[src/rtl/mem_port_arbiter.sv]
// mem_port_arbiter: shares one memory port between the IFU and the LSU.
//
// One transaction is in flight at a time (IDLE -> REQ -> WAIT_RSP -> RSP).
// The LSU normally wins arbitration. After MAX_LSU_STREAK consecutive LSU
// grants while the IFU was waiting, the IFU is forced to win. A watchdog
// synthesises an error response after TIMEOUT_CYCLES in WAIT_RSP
// (0 disables it). Responses that arrive outside WAIT_RSP are dropped and
// flagged on stray_rsp.
//
// Ports:
//   clk, rst_n                        clock, async active-low reset
//   ifu_req_* / ifu_rsp_*             IFU request/response handshakes
//   lsu_req_* / lsu_rsp_*             LSU request/response handshakes
//   mem_req_* / mem_rsp_*             downstream memory port (registered request)
//   stray_rsp                         one-cycle pulse per dropped response
module mem_port_arbiter #(
  parameter int unsigned MAX_LSU_STREAK = 4,
  parameter int unsigned TIMEOUT_CYCLES = 255
) (
  input  logic        clk,
  input  logic        rst_n,
  input  logic        ifu_req_valid,
  output logic        ifu_req_ready,
  input  logic [31:0] ifu_req_addr,
  output logic        ifu_rsp_valid,
  input  logic        ifu_rsp_ready,
  output logic [31:0] ifu_rsp_rdata,
  output logic        ifu_rsp_err,
  input  logic        lsu_req_valid,
  output logic        lsu_req_ready,
  input  logic [31:0] lsu_req_addr,
  input  logic        lsu_req_wen,
  input  logic [31:0] lsu_req_wdata,
  input  logic [3:0]  lsu_req_wstrb,
  output logic        lsu_rsp_valid,
  input  logic        lsu_rsp_ready,
  output logic [31:0] lsu_rsp_rdata,
  output logic        lsu_rsp_err,
  output logic        mem_req_valid,
  input  logic        mem_req_ready,
  output logic [31:0] mem_req_addr,
  output logic        mem_req_wen,
  output logic [31:0] mem_req_wdata,
  output logic [3:0]  mem_req_wstrb,
  input  logic        mem_rsp_valid,
  output logic        mem_rsp_ready,
  input  logic [31:0] mem_rsp_rdata,
  input  logic        mem_rsp_err,
  output logic        stray_rsp
);

  // Counter only needs to reach TIMEOUT_CYCLES - 1.
  localparam int unsigned TmoW = (TIMEOUT_CYCLES > 1) ? $clog2(TIMEOUT_CYCLES) : 1;
  localparam logic [3:0]  StreakMax = 4'(MAX_LSU_STREAK);

  typedef enum logic [1:0] {StIdle, StReq, StWaitRsp, StRsp} state_e;

  state_e          state_q;
  logic            owner_q;  // 0 = IFU, 1 = LSU
  logic [3:0]      streak_q;
  logic [TmoW-1:0] tmo_q;
  logic [31:0]     rsp_rdata_q;
  logic            rsp_err_q;

  logic in_idle;
  logic lsu_win;
  logic tmo_hit;
  logic owner_rsp_ready;

  assign in_idle = (state_q == StIdle);
  // LSU wins unless the IFU is waiting and the LSU streak is exhausted.
  assign lsu_win = lsu_req_valid && !(ifu_req_valid && (streak_q == StreakMax));
  assign tmo_hit = (TIMEOUT_CYCLES != 0) && (tmo_q == TmoW'(TIMEOUT_CYCLES - 1));
  assign owner_rsp_ready = owner_q ? lsu_rsp_ready : ifu_rsp_ready;

  // Combinational readies are gated by rst_n so every handshake output is
  // low while reset is held.
  assign lsu_req_ready = rst_n && in_idle && lsu_win;
  assign ifu_req_ready = rst_n && in_idle && ifu_req_valid && !lsu_win;
  assign mem_req_valid = (state_q == StReq);
  assign mem_rsp_ready = rst_n && (state_q != StRsp);

  assign ifu_rsp_valid = (state_q == StRsp) && !owner_q;
  assign lsu_rsp_valid = (state_q == StRsp) && owner_q;
  assign ifu_rsp_rdata = rsp_rdata_q;
  assign ifu_rsp_err   = rsp_err_q;
  assign lsu_rsp_rdata = rsp_rdata_q;
  assign lsu_rsp_err   = rsp_err_q;

  always_ff @(posedge clk or negedge rst_n) begin
    if (!rst_n) begin
      state_q       <= StIdle;
      owner_q       <= 1'b0;
      streak_q      <= '0;
      tmo_q         <= '0;
      mem_req_addr  <= '0;
      mem_req_wen   <= 1'b0;
      mem_req_wdata <= '0;
      mem_req_wstrb <= '0;
      rsp_rdata_q   <= '0;
      rsp_err_q     <= 1'b0;
      stray_rsp     <= 1'b0;
    end else begin
      // Anything the memory returns outside WAIT_RSP is a late reply.
      stray_rsp <= mem_rsp_valid && ((state_q == StIdle) || (state_q == StReq));

      unique case (state_q)
        StIdle: begin
          if (lsu_win) begin
            mem_req_addr  <= lsu_req_addr;
            mem_req_wen   <= lsu_req_wen;
            mem_req_wdata <= lsu_req_wdata;
            mem_req_wstrb <= lsu_req_wstrb;
            owner_q       <= 1'b1;
            state_q       <= StReq;
            if (!ifu_req_valid) begin
              streak_q <= '0;
            end else if (streak_q != StreakMax) begin
              streak_q <= streak_q + 4'd1;
            end
          end else if (ifu_req_valid) begin
            mem_req_addr  <= ifu_req_addr;
            mem_req_wen   <= 1'b0;
            mem_req_wdata <= '0;
            mem_req_wstrb <= 4'b0000;
            owner_q       <= 1'b0;
            streak_q      <= '0;
            state_q       <= StReq;
          end else begin
            streak_q <= '0;
          end
        end
        StReq: begin
          if (mem_req_ready) begin
            tmo_q   <= '0;
            state_q <= StWaitRsp;
          end
        end
        StWaitRsp: begin
          if (mem_rsp_valid) begin
            // Stores never return data to the LSU.
            rsp_rdata_q <= (owner_q && mem_req_wen) ? 32'h0 : mem_rsp_rdata;
            rsp_err_q   <= mem_rsp_err;
            state_q     <= StRsp;
          end else begin
            tmo_q <= tmo_q + 1'b1;
            if (tmo_hit) begin
              rsp_rdata_q <= '0;
              rsp_err_q   <= 1'b1;
              state_q     <= StRsp;
            end
          end
        end
        StRsp: begin
          if (owner_rsp_ready) begin
            state_q <= StIdle;
          end
        end
        default: state_q <= StIdle;
      endcase
    end
  end

endmodule
[config.mk]
export PLATFORM = sky130hd
export DESIGN_NAME = mem_port_arbiter
export DESIGN_NICKNAME = d
export VERILOG_FILES = /design/src/rtl/mem_port_arbiter.sv
export SDC_FILE = /design/constraint.sdc
export NUM_CORES = 1
export LEC_CHECK = 0
export BUFFER_PORTS_ARGS = -buffer_cell sky130_fd_sc_hd__buf_2
export CAP_MARGIN = 20
export CORE_AREA = 2 2 110 112
export DETAILED_ROUTE_END_ITERATION = 10
export DIE_AREA = 0 0 112 114
export HOLD_SLACK_MARGIN = 0.15
export PLACE_DENSITY = 0.77
export SYNTH_ARGS = -nofsm -noshare
export SYNTH_HDL_FRONTEND = slang
export SYNTH_SLANG_ARGS = --single-unit
[constraint.sdc]
create_clock -name clk -period 5.92 [get_ports clk]
set_input_delay 0.592 -clock clk [delete_from_list [all_inputs] [get_ports clk]]
set_output_delay 0.592 -clock clk [all_outputs]
set_load 0.02 [all_outputs]
==> results by stage, run 1 <==
Outcome:
- The run finished with clean final reports.

Final layout:
- The library cell used most frequently in the layout, excluding fill and tap cells, is buf_2.
- The area growth from synthesis to layout is 37.60%.
- The fraction of final layout cells with drive strength greater than 1 is 0.4784.
- The number of antenna diodes in the final layout is 0.
- At the end of the flow, the number of nets in the layout was 833.
- The library cells used most frequently in the layout, excluding fill and tap cells, are buf_2, dfrtp_1, a22o_1.

Logic synthesis:
- The post-synthesis net count is 584.
- After synthesis, the share of flip-flops with an asynchronous set or reset is 1.000.
- The number of synthesis warnings is 0.
- The top-area cell type share of the netlist area is 0.5743.
- After synthesis the netlist holds a flip-flop and latch count of 118.
- Of all cell types, the one taking the most synthesized area is dfrtp_1.
- The number of instances in the synthesized netlist is 434.
- The mapped cell area is 5141 µm².
- For this run, the leading register cell type out of synthesis is dfrtp_1.
- The number of enable flip-flop cells after synthesis is 0.
- Averaged over all synthesized cells, the footprint is 11.85 µm².
- Yosys mapped the design onto 40 distinct sky130hd cell types.
- Yosys attributes the largest share of cell area to dfrtp_1, a22o_1, mux2i_1.
- The share of the Yosys chip area taken by registers is 0.5743.

Routing:
- The detailed router placed 4,265 vias in this run.
- After detailed routing, the total wire length is 13,030 µm.
- The first-pass iteration count of the detailed router is 5.
- The number of nets with antenna violations after detailed routing is 0.
- The post-route DRC violation count is 0.
- Dividing the detail-routed via count by the number of cells gives 5.059.
- The detailed-route wire length per cell is 15.46 µm.
- In this run, the number of DRC markers left after iteration 0 of detailed routing was 261.

Clock network:
- Clock tree synthesis inserted a total of 17 buffers.
- The worst-case clock buffer depth is 2.
- After clock tree synthesis, the clock-pin slew on the worst setup and hold paths is 0.06 ns.
- The TritonCTS clock tree is yes.
- The source-to-sink clock delay at the later pin of the worst-skew pair is 0.41 ns.
- The number of instances resized during post-cts repair is 0.
- The root buffer cell is clkbuf_16.
- The maximum level of the CTS H-tree is 4.
- The clock net sink count is 118.

STA:
- Setup repair after global routing left no endpoint under its margin.
- The worst path in the final design needs a cycle of 3.326 ns, including I/O delays and setup.
- Between clock sinks in the finished design, the worst skew comes to 0.009894 ns.
- Measured against its own limit, the worst slew margin works out to 0.3448.
- Static timing analysis puts the maximum clock frequency at 0.3007 GHz.
- The slew at the pin closest to its max-slew limit is 0.9793 ns.
- The tightest hold path in the finished design has a slack of 0.4021 ns.
- The count of final hold-check violations came to 0.
- The final-layout setup total negative slack is 0 ns.
- The number of slew-limit violations in the final report is 0.
- The total setup violations reported at the end of the flow is 0.
- Of the available clock period, the critical path in the final layout requires 0.5618.

Worst setup path:
- The kind of end point of the critical path is a primary output.
- Traced cell by cell, the critical path runs through inv_1 > ha_1 > nand4b_1 > nand2_2 > nor2_2 > buf_4 > and2_1 > buf_2.
- The slowest stage of the critical path belongs to the cell nand2_2.
- The required time of the critical path is 5.33 ns.
- The critical path data arrival time is 2.73 ns.
- In this design, the largest share of critical-path delay is due to simple AND/OR/NAND/NOR gates.
- By startpoint and endpoint, the worst setup path is classified as flip-flop to primary output.
- The worst register-to-register path has a setup slack of 3.64 ns.
- The startpoint type of the worst setup path is a flip-flop.
- The buffers plus inverters on the worst setup path is 3.
- The highest net fanout along the worst path is 39.
- The biggest cell delay along the critical path is 0.56 ns.

Power:
- Dividing total power by cell area gives a power density of 597.7 nW/µm².
- VDD sags by at most 0.3734 mV.
- The standby leakage power is 3.870 nW.

Placed design:
- After legalization and detailed placement, the total HPWL measured 9261 µm.
- The congestion estimate from routability-driven global placement came to 0.7780.
- The number of buffers inserted by port buffering is 283.

Min path:
- The type of the tightest min-delay check is input port to flip-flop.

Floorplan:
- The number of rows in the core area is 40.
- Measured along the y axis, the die boundary spans 114 µm.
- In this run the horizontal extent of the chip is 112 µm.
- The die covers 12,770 µm².
- During I/O placement, the number of pins put on the boundary was 284.
- The area of the placeable core is 11,710 µm².
- The initial utilization of the core area, before any placement, comes to 0.4390.

Global route:
- The number of global-route vias before repair is 4,209.
- The number of antenna violations at the first check in global routing is 0.
- Entering global routing, the biggest net connects 103 pins.
- The combined global-route utilization of all metal layers is 0.2059.
- The first-pass GRT wire length is 20,750 µm.
- The total congestion overflow is 0.

Run:
- Across the run, the number of max-cap violations was 0.
==> per-layer routing <==
layer  vias up  GRT usage  wire length (µm)  part of all wire
met1      2005     0.2480              5158              0.40
met5         -          0                 0                 0
met3        19    0.05579               993             0.076
met4         0    0.08780               250             0.019
met2       200     0.3515              6631              0.51
li1       2041          -                 -                 -
==> cells in the mapped netlist, types with 2 or more instances <==
master and number:
ha_1 8, nand3_1 5, or3_1 2, nor2_1 4, a22o_1 71, mux2i_1 33
o41ai_1 2, buf_1 3, o31ai_1 3, nor3_1 2, and2_1 3, nand4b_1 2
o21ai_0 41, nand2b_1 3, o21a_1 3, nand2_1 42, dfrtp_1 118, inv_1 7
a21oi_1 4, nor3b_1 2, nor2b_1 3, buf_2 4, buf_4 36, clkbuf_1 17
==> power by group <==
part / leakage [nW] / internal [mW] / switching, mW
clock network: 0.299 / 0.676 / 0.395
registers: 1.50 / 1.15 / 0.231
logic: 2.07 / 0.676 / 1.10
total: 3.87 / 2.50 / 1.72
==> worst paths after layout <==
kind                                    from  cells past startpoint                 to
max in group asynchronous              rst_n                      3        streak_q[0]
min                        lsu_req_wdata[28]                      2  mem_req_wdata[28]
max reg2reg                      streak_q[0]                      7  mem_req_wdata[21]
min in group asynchronous              rst_n                      2         state_q[1]
max                              streak_q[0]                      8      lsu_req_ready
min reg2reg                 mem_req_addr[19]                      2   mem_req_addr[19]
==> cells by family (layout without fill, tap and decap cells) <==
logic type | after synthesis | count (layout) | synth area share
adders and majority gates | 8 | 8 | 0.01947
and+or+nand+nor | 74 | 74 | 0.07009
DFF | 118 | 118 | 0.5743
buffers and inverters | 67 | 329 | 0.07618
muxes | 34 | 34 | 0.06717
AOI/OAI and AO/OA | 133 | 133 | 0.1928
==> what timing repair did <==
action,4_1_cts,5_1_grt
hold endpoints to repair,32,0
hold buffers,1,0
buffers inserted,0,0
==> state kept, by name, indices dropped and copies added, names as in the netlist <==
name,count
ifu_rsp_err,1
ifu_rsp_rdata,32
mem_req_addr,32
mem_req_wdata,32
mem_req_wen,1
mem_req_wstrb,4
owner_q,1
state_q,2
stray_rsp,1
streak_q,4
tmo_q,8
==> stage by stage <==
step	worst slack, ns	util	power [mW]	std cells	instance area (µm²)
after floorplan	3.705	-	2.653	434	5141
after global placement	2.971	0.5505	3.120	810	6447
after detailed placement	2.916	0.5505	3.176	810	6447
after CTS	2.572	0.6041	4.274	843	7074
after global routing	2.348	0.6041	4.493	843	7074
final	2.594	0.6041	4.228	843	7074
==> final cells by class <==
class                      count  area, µm²
clock inverter                14      187.7
clock buffer                  18      429.2
sequential                   118       2953
tap                          147      183.9
fill                         961       4637
timing repair buffer         290       1474
multi-input combinational    249       1821
inverter                       7      26.28
(Power assumes the default switching activity.)
==> run 2: changes to the inputs <==
- ABC_AREA: not set -> 1
- CORE_AREA: 2 2 110 112 -> not set
- CORE_MARGIN: not set -> 2
- CORE_UTILIZATION: not set -> 46
- DIE_AREA: 0 0 112 114 -> not set
- clock period: 5.92 -> 3.2 ns (I/O delays scaled with it)
==> run 2 against run 1 <==
- worst hold slack got worse by 0.24 ns
- wire length rose by 34%
- power rose by 92%
- synthesized cell count rose by 67%
- largest cell class unchanged
- core utilization rose by 8.6 points
- sequential share of layout area fell by 6.4 points
- critical path type unchanged
==> results by stage, run 2 <==
Floorplan:
- Pin placement for this block handled 284 I/O pins.
- The number of rows in the core area is 40.
- The width of the chip is 115.7 µm.
- The overall die height is 115.7 µm.
- For this configuration, the core starts out at a cell density of 0.4743.
- The full die area is 13,400 µm².
- The area of the placeable core is 12,110 µm².

Logic synthesis:
- The most common cell in the synthesized netlist is nand2_1.
- The proportion of synthesized chip area in sequential cells is 0.5140.
- Yosys attributes the largest share of cell area to dfrtp_1, nand2_1, nand3_1.
- Ranked by instance count, the synthesized netlist is headed by nand2_1, dfrtp_1, nand3_1, inv_1, buf_4.
- The share of async-settable or async-resettable flops after synthesis is 1.000.
- Summing every instance area after synthesis gives 5744 µm².
- The cell count after synthesis came out at 723.
- Yosys printed 0 warnings.
- The mean instance size in the synthesized netlist is 7.945 µm².
- The share of synthesized area in the top cell type comes to 0.5140.
- In the synthesized netlist the dominant register cell turns out to be dfrtp_1.
- The number of nets in the synthesized netlist is 873.
- dfrtp_1 takes more of the synthesized area than any other cell.
- The flop and latch count out of synthesis is 118.
- Synthesis instantiated 23 different standard cells from the library.
- In this run, synthesis inferred 0 flip-flops with an integrated enable.

Global route:
- Across every metal layer, demand over resource in global routing totals 0.2591.
- The total overflow left after global routing is 0.
- The number of global-route vias before repair came to 5,651.
- The first global-routing pass estimated 27,050 µm of wire.
- The pin count of the biggest net entering global routing is 114.
- The number of antenna violations at the first check in global routing is 1.

Worst setup path:
- The required time of the critical path is 2.88 ns.
- The depth of the worst register-to-register path is 6.
- The critical path data arrival time is 2.00 ns.
- Along the worst path, the maximum fanout reaches 19.
- The startpoint type of the worst setup path is a flip-flop.
- The worst setup path is captured at a primary output.
- The critical path is of the flip-flop to primary output type.

STA:
- Summed over all failing endpoints, the final setup total negative slack is 0 ns.
- The setup slack after layout is 0.8793 ns.
- The number of slew-limit violations in the final report is 0.
- The portion of the clock cycle consumed by the worst path in the final layout is 0.7252.
- The worst-case hold slack is 0.1643 ns.
- The worst setup skew after layout is 0.008470 ns.
- The highest achievable clock rate is 0.4309 GHz.
- Headroom to the max-slew limit came out at 0.3517.
- The count of final hold-check violations is 0.
- Setup repair after global routing left no endpoint under its margin.
- For the pin with the worst max-slew slack, the measured transition is 0.9714 ns.
- Setup violations remaining at the end of the flow were counted as 0.
- The minimum clock period is 2.321 ns.

Placed design:
- Counting tap cells, the placed design contains a total of 1,113 instances.
- Routability-driven placement finished with a final weighted congestion of 0.8190.
- After legalization and detailed placement, the total HPWL measured 11,060 µm.
- Prior to clock tree synthesis, the placed netlist has a worst setup slack of 1.105 ns.
- In this run the tool buffered the top-level ports with 283 buffer cells.

Clock network:
- In this run the clock root is driven by a clkbuf_16.
- The worst-case clock buffer depth is 2.
- After clock tree synthesis, the clock-pin slew on the worst setup and hold paths is 0.05 ns.
- The number of CTS-inserted buffers is 17.
- The number of instances resized during post-cts repair is 0.
- In this run the number of H-tree levels came out at 4.
- The source-to-sink clock delay at the later pin of the worst-skew pair is 0.41 ns.
- The clock net sink count is 118.
- The TritonCTS clock tree is yes.

Final layout:
- In the final layout, the share of cells above drive strength 1 is 0.3161.
- The top cell types in the final layout, fill and taps aside, are nand2_1, buf_2, dfrtp_1.
- Leaving out fill and tap cells, the most frequent cell in the layout is nand2_1.
- The count of nets after finishing is 1,182.
- The area growth from synthesis to layout is 45.55%.
- The count of non-filler cells in the finished layout is 1,214.

Run:
- The count of maximum capacitance violations is 0.

Routing:
- Dividing the detail-routed via count by the number of cells gives 4.806.
- The detailed router finished its first iteration with 353 violations.
- The wire length after detailed routing is 17,420 µm.
- After detailed routing, the average wire length per cell comes to 14.35 µm.
- The via count of the routed design is 5,834.
- After detailed routing, the number of remaining DRC violations is 0.
- The pre-antenna-repair detailed-routing pass consisted of 5 iterations.
- The number of nets with antenna violations after detailed routing is 0.

Outcome:
- The run finished with clean final reports.

Power:
- Summed over all cells, the static leakage comes to 4.893 nW.
- In this run the power density over the cells is 969.9 nW/µm².
- The worst supply voltage drop on vdd is 0.4781 mV.

Min path:
- The min-delay analysis places its worst path in the category input port to flip-flop.
- The worst hold path passes through 3 cells.
run 2: path summary, 6_finish.rpt:
check | start | slack, ns | endpoint
min | mem_rsp_rdata[6] | 0.16 | ifu_rsp_rdata[6]
max | streak_q[0] | 0.88 | lsu_req_ready
max reg2reg | state_q[0] | 1.01 | ifu_rsp_rdata[28]
min reg2reg | mem_req_wdata[10] | 0.47 | mem_req_wdata[10]
min in group asynchronous | rst_n | 0.31 | mem_req_addr[6]
max in group asynchronous | rst_n | 2.07 | mem_req_addr[29]
run 2: cell type report:
cell class | instances | area [µm²]
sequential | 118 | 2953
clock inverter | 9 | 122.6
timing repair buffer | 358 | 2195
clock buffer | 22 | 494.2
multi-input combinational | 475 | 2148
inverter | 62 | 232.7
fill | 980 | 3751
antenna | 2 | 5.005
tap | 168 | 210.2
run 2: power breakdown:
group | leakage [nW] | total (mW) | switching, mW | internal [mW]
clock network | 0.308 | 1.97 | 0.649 | 1.32
logic | 3.09 | 3.60 | 2.43 | 1.17
registers | 1.49 | 2.55 | 0.418 | 2.13
run 2: timing repair:
item                                    4_1_cts  5_1_grt
endpoints found under the setup margin        0        0
buffers inserted                              0        0
endpoints found under the hold margin       184        0
hold buffers                                 67        0
run 2: worst max-delay path, cell delays in order (launching register included):
cell     delay, ns
dfrtp_1       0.42
inv_1         0.09
ha_1          0.16
nand4_2       0.11
nand2_2       0.32
buf_4         0.29
nor2_1        0.06
buf_2         0.16
run 2: per-stage QoR:
| step | util | power, mW | instance area (µm²) |
|---|---|---|---|
| after detailed placement | 0.5813 | 6.024 | 7041 |
| after global routing | 0.6899 | 8.634 | 8356 |
| after global placement | 0.5813 | 5.939 | 7041 |
| final | 0.6903 | 8.109 | 8361 |
| after CTS | 0.6876 | 8.086 | 8328 |
| after floorplan | - | 4.988 | 5744 |
run 2: kinds of logic after synthesis:
kind of cell	after synthesis	share of synthesized area
AND/OR/NAND/NOR	453	0.3394
buffers and inverters	130	0.1124
flip-flops	118	0.5140
AO/OA/AOI/OAI	12	0.01372
adder cells (fa/ha/maj)	8	0.01743
XOR/XNOR	2	0.003050
run 2: metal layers:
layer / global-route usage / vias up / wire length (µm)
li1: - / 2826 / -
met1: 0.2985 / 2683 / 6783
met2: 0.4366 / 275 / 8662
met3: 0.07688 / 50 / 1373
met4: 0.1373 / 0 / 605
met5: 0 / - / 0
==> run 3: changes to the inputs <==
- clock period: 3.2 -> 2.14 ns (I/O delays scaled with it)
==> run 3 against run 2 <==
- worst hold slack gained 0.014 ns
- non-clock buffer count is 77 higher
- sequential share of layout area fell by 2.8 points
- clock skew about the same
- critical path depth down 2
- clock power is 47% higher
- power rose by 51%
- sequential cell count unchanged
- first-iteration DRC count is 29% higher
- critical path type unchanged
- critical endpoint is now ifu_req_ready
- largest cell class unchanged
- largest power group unchanged
==> results by stage, run 3 (synthesis gave the netlist of run 2 again) <==
Power:
- The worst-case IR drop observed on VDD is 0.6331 mV.
- In this run the static leakage power is 5.189 nW.
- The power per cell area is 1351 nW/µm².

Floorplan:
- The overall die height is 115.7 µm.
- The initial utilization of the core area, before any placement, comes to 0.4743.
- The floorplan has 40 rows.
- The area of the placeable core is 12,110 µm².
- The floorplan step defined a die boundary enclosing 13,400 µm².
- The width of the chip is 115.7 µm.
- For this design the top-level I/O count stands at 284.

STA:
- The count of final hold-check violations is 0.
- The clock period could shrink to 2.071 ns.
- The portion of the clock cycle consumed by the worst path in the final layout is 0.9679.
- Setup violations remaining at the end of the flow were counted as 0.
- The highest achievable clock rate is 0.4828 GHz.
- The worst-case hold slack is 0.1783 ns.
- The number of slew-limit violations in the final report is 0.
- Setup repair after global routing left no endpoint under its margin.
- The final-layout setup total negative slack is 0 ns.
- The slew at the pin closest to its max-slew limit is 0.6388 ns.
- The worst setup skew after layout is 0.008663 ns.
- Measured against its own limit, the worst slew margin works out to 0.5726.

Final layout:
- The library cells used most frequently in the layout, excluding fill and tap cells, are nand2_1, buf_2, dlygate4sd3_1.
- The area growth from synthesis to layout is 58.03%.
- Of the cells placed in the final design, the portion with a size suffix greater than 1 is 0.3004.
- Leaving out fill and tap cells, the most frequent cell in the layout is nand2_1.
- The antenna diode count is 0.
- For this run, the post-layout net count is 1,259.
- The finished cells cover 9077 µm².

Min path:
- In this run the worst hold path is classified as input port to flip-flop.

Routing:
- Detailed routing inserted a total of 6,371 vias.
- For this block, the routed nets add up to 20,310 µm of wire.
- Using the TritonRoute via totals, the vias-per-cell ratio works out to 4.939.
- The detailed-route wire length per cell is 15.74 µm.
- The DRC marker count from the first detailed-route iteration is 454.
- The post-route DRC violation count is 0.
- For this run, the detailed router's first-pass iteration total came to 5.
- The number of nets with antenna violations after detailed routing is 0.

Clock network:
- In this run the clock root is driven by a clkbuf_16.
- The number of CTS-inserted buffers is 17.
- The H-tree was split into 4 levels.
- The TritonCTS clock tree is yes.
- The clock net sink count is 118.
- The clock passes through at most 2 buffers.
- For the worst-skew pair, the clock arrives at the later sink with an insertion delay of 0.41 ns.
- The clock transition at the registers of the reported paths is 0.06 ns.

Global route:
- The first-pass GRT wire length is 30,930 µm.
- The number of antenna violations at the first check in global routing was 0.
- The number of global-route vias before repair is 6,494.
- Entering global routing, the biggest net connects 57 pins.
- The combined global-route utilization of all metal layers is 0.3020.
- Summed over all layers, the global routing overflow is 0.

Worst setup path:
- STA classifies the critical path startpoint as a flip-flop.
- Along the worst path, the maximum fanout reaches 8.
- The required time of the critical path is 1.93 ns.
- The type of the worst setup path is flip-flop to primary output.
- The kind of end point of the critical path is a primary output.
- The critical path data arrival time is 1.86 ns.

Placed design:
- The total cell area at the placement stage is 7071 µm².
- The number of buffers inserted by port buffering is 283.
- The total half-perimeter wirelength after legalization and detailed placement is 11,270 µm.
- The congestion estimate from routability-driven global placement came to 0.8088.

Run:
- The tool flagged a number of max-cap violations equal to 0.

Outcome:
- The run finished with clean final reports.
[run 3: changes by cell type in the layout (fill, tap and decap cells not counted)]
cell / change
dlygate4sd3_1: +69
buf_4: +10
clkbuf_8: -4
clkinv_4: +3
clkbuf_1: +2
clkinv_2: -2
clkinvlp_4: +2
diode_2: -2
buf_16: -1
buf_2: -1
nand2_2: -1
nand2_4: +1
[run 3: final cells by class]
class | instances | area [µm²]
Clock buffer | 20 | 446.7
Clock inverter | 12 | 153.9
Fill cell | 830 | 3034
Inverter | 62 | 232.7
Multi-Input combinational cell | 475 | 2153
Sequential cell | 118 | 2953
Tap cell | 168 | 210.2
Timing Repair Buffer | 435 | 2928
[run 3: per-layer routing]
layer	vias to the layer above	share of wire	track usage
met4	0	0.051	0.1817
met1	2905	0.37	0.3420
met5	-	0	0
met3	100	0.085	0.09205
met2	393	0.49	0.5037
li1	2973	-	-
[run 3: final timing paths]
kind	start	endpoint	slack (ns)	cells past startpoint
max	state_q[0]	ifu_req_ready	0.07	5
min	lsu_req_addr[2]	mem_req_addr[2]	0.18	4
max reg2reg	state_q[0]	tmo_q[5]	0.22	9
min reg2reg	mem_req_wdata[4]	mem_req_wdata[4]	0.48	2
max in group asynchronous	rst_n	mem_req_wdata[23]	1.19	3
min in group asynchronous	rst_n	ifu_rsp_err	0.43	3
[run 3: worst max-delay path, stage by stage, from the launching register on]
cell,delay (ns)
dfrtp_1,0.42
inv_1,0.10
ha_1,0.35
nand2_1,0.16
nor3_1,0.24
buf_4,0.19
[run 3: timing repair]
action | in CTS | in global routing
setup endpoints to repair | 0 | 1
hold endpoints to repair | 222 | 0
hold buffers | 136 | 0
setup buffers | 0 | 5
resized for setup | 0 | 2
[run 3: stage by stage]
stage | total power [mW] | utilization | setup WS (ns) | cells
2_1_floorplan | 7.459 | - | 0.4974 | 723
3_3_place_gp | 8.915 | 0.5838 | 0.3537 | 1117
3_5_place_dp | 9.044 | 0.5838 | 0.2824 | 1117
4_1_cts | 12.14 | 0.7458 | 0.02644 | 1285
5_1_grt | 13.03 | 0.7495 | 0.01798 | 1290
6_report | 12.27 | 0.7495 | 0.06866 | 1290
[run 3: power by group]
part | leakage, nW | switching [mW] | internal [mW]
registers | 1.49 | 0.630 | 3.18
logic | 3.41 | 3.73 | 1.83
clock network | 0.286 | 1.03 | 1.86
total | 5.19 | 5.39 | 6.88
